--- src/rtl/shift_arb_pkg.sv ---
// rtl/shift_arb_pkg.sv - shared types and constants for the shift arbiter
//
// Purpose: FSM state enumeration and the per-pass shift limit used by
//          shift_arbiter.
// Ports:   none (package).

package shift_arb_pkg;

  typedef enum logic [1:0] {
    IDLE  = 2'd0,
    SHIFT = 2'd1,
    DONE  = 2'd2
  } state_t;

  // Largest shift one pass of the 3-bit barrel shifter can perform.
  localparam int MAX_STEP = 7;

endpackage

--- src/rtl/shift_arbiter_barrel_shifter.sv ---
// rtl/shift_arbiter_barrel_shifter.sv - combinational logical left barrel shifter
//
// Purpose: one pass of a logical left shift, zero fill, by 0..7 positions.
// Ports:
//   i_data  [WIDTH-1:0]  operand
//   i_shift [2:0]        shift amount for this pass
//   o_data  [WIDTH-1:0]  i_data << i_shift

module barrelShifter #(
  parameter int WIDTH = 8
) (
  input  logic [WIDTH-1:0] i_data,
  input  logic [2:0]       i_shift,
  output logic [WIDTH-1:0] o_data
);

  logic [WIDTH-1:0] w_s1;
  logic [WIDTH-1:0] w_s2;

  // Three log stages: shift by 1, then 2, then 4.
  assign w_s1   = i_shift[0] ? {i_data[WIDTH-2:0], 1'b0} : i_data;
  assign w_s2   = i_shift[1] ? {w_s1[WIDTH-3:0], 2'b00}  : w_s1;
  assign o_data = i_shift[2] ? {w_s2[WIDTH-5:0], 4'b0000} : w_s2;

endmodule

--- src/rtl/shift_arbiter.sv ---
// rtl/shift_arbiter.sv - two-requester arbiter sharing one multi-pass barrel shifter
//
// Purpose: accepts one left-shift operation at a time from two requesters
//          (round-robin on contention), performs it in passes of at most
//          MAX_STEP positions, and holds the result until consumed.
// Ports:
//   clk, rst_n                  clock, asynchronous active-low reset
//   reqN_valid/data/amt         operation offered by requester N (N = 0, 1)
//   reqN_ready                  operation of requester N accepted this cycle
//   res_valid/res_ready         result handshake
//   res_data, res_id            shifted result and owning requester
//   busy                        operation in flight (not IDLE)

module shift_arbiter
  import shift_arb_pkg::*;
#(
  parameter int WIDTH = 8,
  parameter int AMT_W = 4
) (
  input  logic             clk,
  input  logic             rst_n,
  input  logic             req0_valid,
  input  logic [WIDTH-1:0] req0_data,
  input  logic [AMT_W-1:0] req0_amt,
  output logic             req0_ready,
  input  logic             req1_valid,
  input  logic [WIDTH-1:0] req1_data,
  input  logic [AMT_W-1:0] req1_amt,
  output logic             req1_ready,
  output logic             res_valid,
  input  logic             res_ready,
  output logic [WIDTH-1:0] res_data,
  output logic             res_id,
  output logic             busy
);

  state_t           r_state;
  logic [WIDTH-1:0] r_acc;
  logic [AMT_W-1:0] r_rem;
  logic             r_last_grant;
  logic             r_res_id;
  logic             r_res_valid;
  logic             r_busy;

  logic             w_gnt_any;
  logic             w_gnt_id;
  logic [WIDTH-1:0] w_sel_data;
  logic [AMT_W-1:0] w_sel_amt;
  logic [2:0]       w_step;
  logic [AMT_W-1:0] w_rem_next;
  logic [WIDTH-1:0] w_shifted;

  // On contention the requester that was not granted last wins.
  always_comb begin
    w_gnt_any  = req0_valid | req1_valid;
    w_gnt_id   = (req0_valid & req1_valid) ? ~r_last_grant : req1_valid;
    w_sel_data = w_gnt_id ? req1_data : req0_data;
    w_sel_amt  = w_gnt_id ? req1_amt  : req0_amt;
  end

  // rst_n is folded in so ready stays low while reset is held.
  assign req0_ready = rst_n && (r_state == IDLE) && w_gnt_any && !w_gnt_id;
  assign req1_ready = rst_n && (r_state == IDLE) && w_gnt_any &&  w_gnt_id;

  assign w_step     = (r_rem > AMT_W'(MAX_STEP)) ? 3'(MAX_STEP) : r_rem[2:0];
  assign w_rem_next = r_rem - AMT_W'(w_step);

  barrelShifter #(
    .WIDTH (WIDTH)
  ) u_shifter (
    .i_data  (r_acc),
    .i_shift (w_step),
    .o_data  (w_shifted)
  );

  always_ff @(posedge clk or negedge rst_n) begin
    if (!rst_n) begin
      r_state      <= IDLE;
      r_acc        <= '0;
      r_rem        <= '0;
      r_last_grant <= 1'b1;
      r_res_id     <= 1'b0;
      r_res_valid  <= 1'b0;
      r_busy       <= 1'b0;
    end else begin
      case (r_state)
        IDLE: begin
          if (w_gnt_any) begin
            r_acc        <= w_sel_data;
            r_rem        <= w_sel_amt;
            r_res_id     <= w_gnt_id;
            r_last_grant <= w_gnt_id;
            r_busy       <= 1'b1;
            r_state      <= SHIFT;
          end
        end
        SHIFT: begin
          // Amount 0 still takes one pass (step 0) before DONE.
          r_acc <= w_shifted;
          r_rem <= w_rem_next;
          if (w_rem_next == '0) begin
            r_res_valid <= 1'b1;
            r_state     <= DONE;
          end
        end
        DONE: begin
          if (res_ready) begin
            r_res_valid <= 1'b0;
            r_busy      <= 1'b0;
            r_state     <= IDLE;
          end
        end
        default: r_state <= IDLE;
      endcase
    end
  end

  assign res_valid = r_res_valid;
  assign res_data  = r_acc;
  assign res_id    = r_res_id;
  assign busy      = r_busy;

endmodule

--- config.mk ---
export PLATFORM = sky130hd
export DESIGN_NAME = shift_arbiter
export DESIGN_NICKNAME = d
export VERILOG_FILES = /design/src/rtl/shift_arb_pkg.sv /design/src/rtl/shift_arbiter_barrel_shifter.sv /design/src/rtl/shift_arbiter.sv
export SDC_FILE = /design/constraint.sdc
export NUM_CORES = 1
export LEC_CHECK = 0
export CORE_ASPECT_RATIO = 1.2
export CORE_MARGIN = 5
export CORE_UTILIZATION = 45
export DETAILED_ROUTE_END_ITERATION = 12
export PLACE_DENSITY = 0.78
export SLEW_MARGIN = 10
export SYNTH_ARGS = -nofsm -noshare
export SYNTH_HDL_FRONTEND = slang
export SYNTH_SLANG_ARGS = --single-unit
--- constraint.sdc ---
create_clock -name clk -period 2.3 [get_ports clk]
set_clock_uncertainty 0.2 [all_clocks]
set_input_delay 0.46 -clock clk [delete_from_list [all_inputs] [get_ports clk]]
set_output_delay 0.46 -clock clk [all_outputs]
set_load 0.02 [all_outputs]
Word-level counts from Yosys, hierarchy flattened
Cells that the tools add are included.

Add/subtract/negate cells: 1. Order comparisons: 1. Equality and inequality tests: 6. Multiplexer cells: 20. Bitwise gates (word level): 3. Reduce and logical (&&, ||, !) cells: 16.

Operator list (number): $mux W8 (5); $pmux W8 S2 (1); $reduce_and A3 Y1 (4); $mux W4 (2); $pmux W4 S2 (1); $mux W2 (3); $ne A2 B2 Y1 const B (3); $pmux W2 S3 (1); $reduce_bool A2 Y1 (3); $gt A4 B3 Y1 const B (1); $logic_and A1 B1 Y1 (4); $logic_not A4 Y1 (1); $mux W1 (4); $ne A4 B1 Y1 const B (1); $pmux W1 S2 (2); $reduce_and A2 Y1 (2); $sub A4 B3 Y4 (1); $mux W3 (1); $eq A2 B1 Y1 const B (1); $eq A2 B2 Y1 const B (1); $logic_not A2 Y1 (1); $and A1 B1 Y1 (1); $logic_not A1 Y1 (1); $not A1 Y1 (1); $or A1 B1 Y1 (1).

Bits in registers: 18. Bits of input ports: 29. Output and inout bits: 13. Word-level logic and storage cells: 55.

Logic depth before layout (Yosys ltp)
Depth after elaboration: 6. Gate-level depth with buffers: 8. Mapped depth without buffers: 6.

Hierarchy
From an unflattened synthesis, not the netlist that was laid out.

Cell total of the unflattened synthesis: 139. Area total of the unflattened synthesis: 1363.8 µm².

By module, submodules not included: shift_arbiter (times used 1, cells each 111, area each 1089.8 µm², seq. area each 451.7 µm²); barrelShifter (times used 1, cells each 28, area each 274.0 µm², seq. area each 0.0 µm²).

Worst setup path before layout
No wires, ideal clock.

Path kind: register -> output. From: reg r_state[0]. To: out req0_ready. Data arrival time: 1.499 ns. Required time: 1.640 ns. Path slack: 0.141 ns. Cell stages (with the launch flop): 6. Path buffers: 2. Cells stage by stage: dfrtp_1 buf_2 nor2_2 o21ai_1 buf_2 nor3b_1.

Cells in the longest elaborated chain, start to end: 4.

Ends and longest elaborated chain: start, declared (RTL line shift_arbiter.sv:37) `state_t r_state;`; start signal, assigned (RTL line shift_arbiter.sv:78) `r_state <= IDLE;`; start signal, assigned (RTL line shift_arbiter.sv:94) `r_state <= SHIFT;`; start signal, assigned (RTL line shift_arbiter.sv:103) `r_state <= DONE;`; $logic_not A2 Y1 (RTL line shift_arbiter.sv:62) `assign req0_ready = rst_n && (r_state == IDLE) && w_gnt_any && !w_gnt_id;`; $logic_and A1 B1 Y1 (3 in a row) (RTL line shift_arbiter.sv:62); end, declared (RTL line shift_arbiter.sv:25) `output logic req0_ready,`.

No other way between the ends.

Final worst setup path
From: in req0_valid. To: out req0_ready.

Cells in the longest elaborated chain, start to end: 4. Elaborated cells on any way between the ends: 6. Classes of those cells: 1 x mux; 2 x bitwise; 3 x reduce/logical.

Ends and longest elaborated chain: start, declared (RTL line shift_arbiter.sv:22) `input logic req0_valid,`; $and A1 B1 Y1 (RTL line shift_arbiter.sv:56) `w_gnt_id = (req0_valid & req1_valid) ? ~r_last_grant : req1_valid;`; $mux W1 (RTL line shift_arbiter.sv:56); $logic_not A1 Y1 (RTL line shift_arbiter.sv:62); $logic_and A1 B1 Y1 (*) (RTL line shift_arbiter.sv:62).

Every way passes the cells marked *; elsewhere a longest branch is shown, timed or not.

==> flow_metrics.py <==
metrics = {
    "placement": {
        "portBuffers": 41,
        "hpwlAfterDp_um": 2820,
        "gp_congestion": 0.849,
    },
    "power_and_ir_drop": {
        "leakage_uw": 0.000755,
        "p_per_area_mw_per_mm2": 1310,
        "vdd_drop_max_uv": 888,
        "fin_total_pwr_uw": 2420,
    },
    "sta": {
        "period_minus_slack_ps": 2180,
        "post-route-period-util_pct": 95.0,
        "tightest_slew_ps": 624,
        "fin_setup_tns_ps": 0,
        "rsz0062_at_grt": "false",
        "relSlewSlack_pct": 58.4,
        "final_max_slew_viol_count": 0,
        "hold_viol_final": 0,
        "setup_violations": 0,
        "max_freq_mhz": 458,
    },
    "finish": {
        "fillCellCount": 231,
        "area_growth_pct": 39.3,
        "insertedDiodeCount": 0,
        "multi_input_area_um2": 774,
        "seqCellArea_um2": 452,
        "layout-drive-gt1-share_pct": 15.7,
        "nNetsFinal": 222,
    },
    "yosys": {
        "synthCells": 143,
        "syn_area_per_cell_um2": 9.24,
        "synth_cell_types": 45,
        "syn-cell-area_mm2": 0.00132,
        "synth_top_area_share_pct": 32.2,
        "synth_warnings": 0,
        "ys_seq_elements": 18,
        "async_reset_ff_share_pct": 100,
        "syn_nets": 173,
        "yosys-top-cells-area": "dfrtp_1 (32%), mux2i_1 (9.1%), mux2_1 (4.3%)",
        "synth_most_common_cell": "dfrtp_1",
        "ys_seq_area_share_pct": 34.2,
        "yosysTopAreaCell": "dfrtp_1",
        "ys.flop_type": "dfrtp_1",
        "synth_edf_count": 0,
        "synth_common_cells": "dfrtp_1 (17), mux2i_1 (12), nand2_1 (11)",
    },
    "die": {
        "die_area_mm2": 0.00412,
        "initial_utilization_pct": 47.0,
        "pin_count": 42,
        "core-area_mm2": 0.00281,
        "die_w_um": 59.5,
        "die_h_um": 69.4,
        "placement_rows": 21,
    },
    "critical_path": {
        "worstReg2RegStart": "r_rem[1]$_DFFE_PN0P_",
        "crit_buf_inv": 2,
        "crit_chain": "clkdlybuf4s50_1 > o21ai_1 > nor3b_2 > buf_2",
        "max_stage_delay_ps": 550,
        "crit_type": "in2out",
        "cp_max_fo": 3,
        "cp_slowest_cell": "clkdlybuf4s50_1",
        "endpoint_kind": "output pin",
        "cp-startpoint": "req0_valid",
        "critPathLaunchType": "input pin",
        "cp_data_required_time_ps": 1640,
        "cp.arrival_ps": 1520,
        "path_delay_family": "buffers and inverters",
    },
    "clocking": {
        "cts.htree.levels": 1,
        "worstSkewPairLatency_ps": 290,
        "clockRootBuffer": "clkbuf_4",
        "clockBufferDepth": 2,
        "path_clk_slew_ps": 100,
        "cts_tree": "built",
        "cts_buffers": 3,
        "clkSinkCount": 18,
    },
    "route": {
        "firstDrtPassIters": 4,
        "drc_errors": 0,
        "drt_iter0_markers": 59,
        "vias": 1294,
        "drtAntennaViolNets": 0,
        "wl_um": 3580,
        "post_drt_wl_per_cell_um": 15.9,
        "routed_via_density": 5.75,
    },
    "grt": {
        "grt_usage_pct": 18.0,
        "use_met2_pct": 31.5,
        "grt_pass1_wl_um": 5940,
        "globalRoute.totalOverflow": 0,
        "use_met1_pct": 21.5,
        "grt_max_degree": 18,
        "antenna_found_initial": 0,
        "grt_pass1_vias": 1335,
        "grt_use_met3_pct": 2.42,
        "busiest_layer": "met2",
    },
    "outcome": {
        "status": "complete, no violations",
    },
    "flow_run": {
        "max_cap_violations": 0,
    },
    "hold_path": {
        "hp-start": "res_id$_DFFE_PN0P_",
        "hold_class": "reg2reg",
    },
}
==> metrics by stage <==
step / std cells / util (%) / instance area, um2 / setup slack [ps] / hold WS [ps]
floorplan: 143 / - / 1320 / 141 / -35.6
global placement: 219 / 63.8 / 1790 / -461 / 288
detailed placement: 219 / 63.8 / 1790 / -443 / 293
CTS: 223 / 65.2 / 1830 / 4.99 / 322
global route: 225 / 65.5 / 1840 / 50.6 / 334
finish: 225 / 65.5 / 1840 / 116 / 317
==> sequential cells by signal (all words and copies together), names as in the netlist <==
signal	count
res_data	8
r_rem	4
r_state	2
busy	1
r_last_grant	1
res_id	1
res_valid	1
==> per-layer routing <==
metal / wire, um / vias to the layer above / part of all wire (%)
met5: 0 / - / 0
met4: 70 / 0 / 2.0
met3: 126 / 6 / 3.5
met2: 1980 / 31 / 55
met1: 1410 / 623 / 39
li1: - / 634 / -
==> power breakdown <==
part / total [uW] / internal (uW) / switching, uW
combinational: 1480 / 728 / 748
clock: 195 / 96.3 / 98.6
sequential: 747 / 474 / 272
total: 2420 / 1300 / 1120
==> cells by family (layout without fill, tap and decap cells) <==
group           after synthesis  after routing  synth area share [%]
simple gates                 40             40                  16.5
compound gates               49             49                  26.8
xor+xnor                      1              1                 0.663
fa+ha+maj                     1              1                 0.947
mux                          17             17                  13.4
flops                        18             18                  34.2
buf+inv                      17             65                  7.57
==> final cells by class <==
type | count | share of cell area, %
timing repair buffer | 57 | 28.3
clock buffer | 4 | 1.97
multi-input combinational | 108 | 42.1
tap | 34 | 2.31
sequential | 18 | 24.5
inverter | 4 | 0.816
==> worst register-to-register path, cell delays in order (launching register included) <==
cell and delay, ps:
dfrtp_1 750, inv_1 230, nand2_1 120, ha_1 190, a21boi_1 210, nand3b_1 120, o21ai_1 80
==> layout by cell type, fill, tap and decap left out, types with 3 or more instances in the layout <==
| cell type | Yosys | routed |
|---|---|---|
| a21oi_1 | 7 | 7 |
| a31oi_1 | 3 | 3 |
| buf_4 | 3 | 16 |
| clkbuf_4 | 0 | 3 |
| clkdlybuf4s50_1 | 0 | 39 |
| dfrtp_1 | 17 | 17 |
| inv_1 | 4 | 4 |
| mux2_1 | 5 | 5 |
| mux2i_1 | 12 | 12 |
| nand2_1 | 11 | 11 |
| nand2b_1 | 5 | 5 |
| nor2_1 | 5 | 5 |
| nor2b_1 | 4 | 4 |
| nor3_1 | 4 | 4 |
| o211ai_1 | 3 | 3 |
| o21ai_0 | 6 | 6 |
| o21ai_1 | 6 | 6 |
| o221ai_1 | 4 | 4 |
| o22ai_1 | 5 | 5 |
==> final timing paths <==
| check | end | slack [ps] | depth (start not counted) |
|---|---|---|---|
| min in group asynchronous | res_id$_DFFE_PN0P_ | 340 | 2 |
| worst min register to register | res_id$_DFFE_PN0P_ | 320 | 1 |
| worst min-delay path | res_id$_DFFE_PN0P_ | 320 | 1 |
| worst max register to register | r_state[1]$_DFFE_PN0P_ | 320 | 6 |
| max in group asynchronous | r_last_grant$_DFFE_PN1P_ | 1360 | 2 |
| worst max-delay path | req0_ready | 120 | 4 |
==> timing repair <==
item | CTS | global route
resized for setup | 9 | 1
cloned | 0 | 0
setup endpoints to repair | 2 | 1
hold buffers | 0 | 0
buffers inserted | 0 | 2
Power figures use the tool's default switching activity.
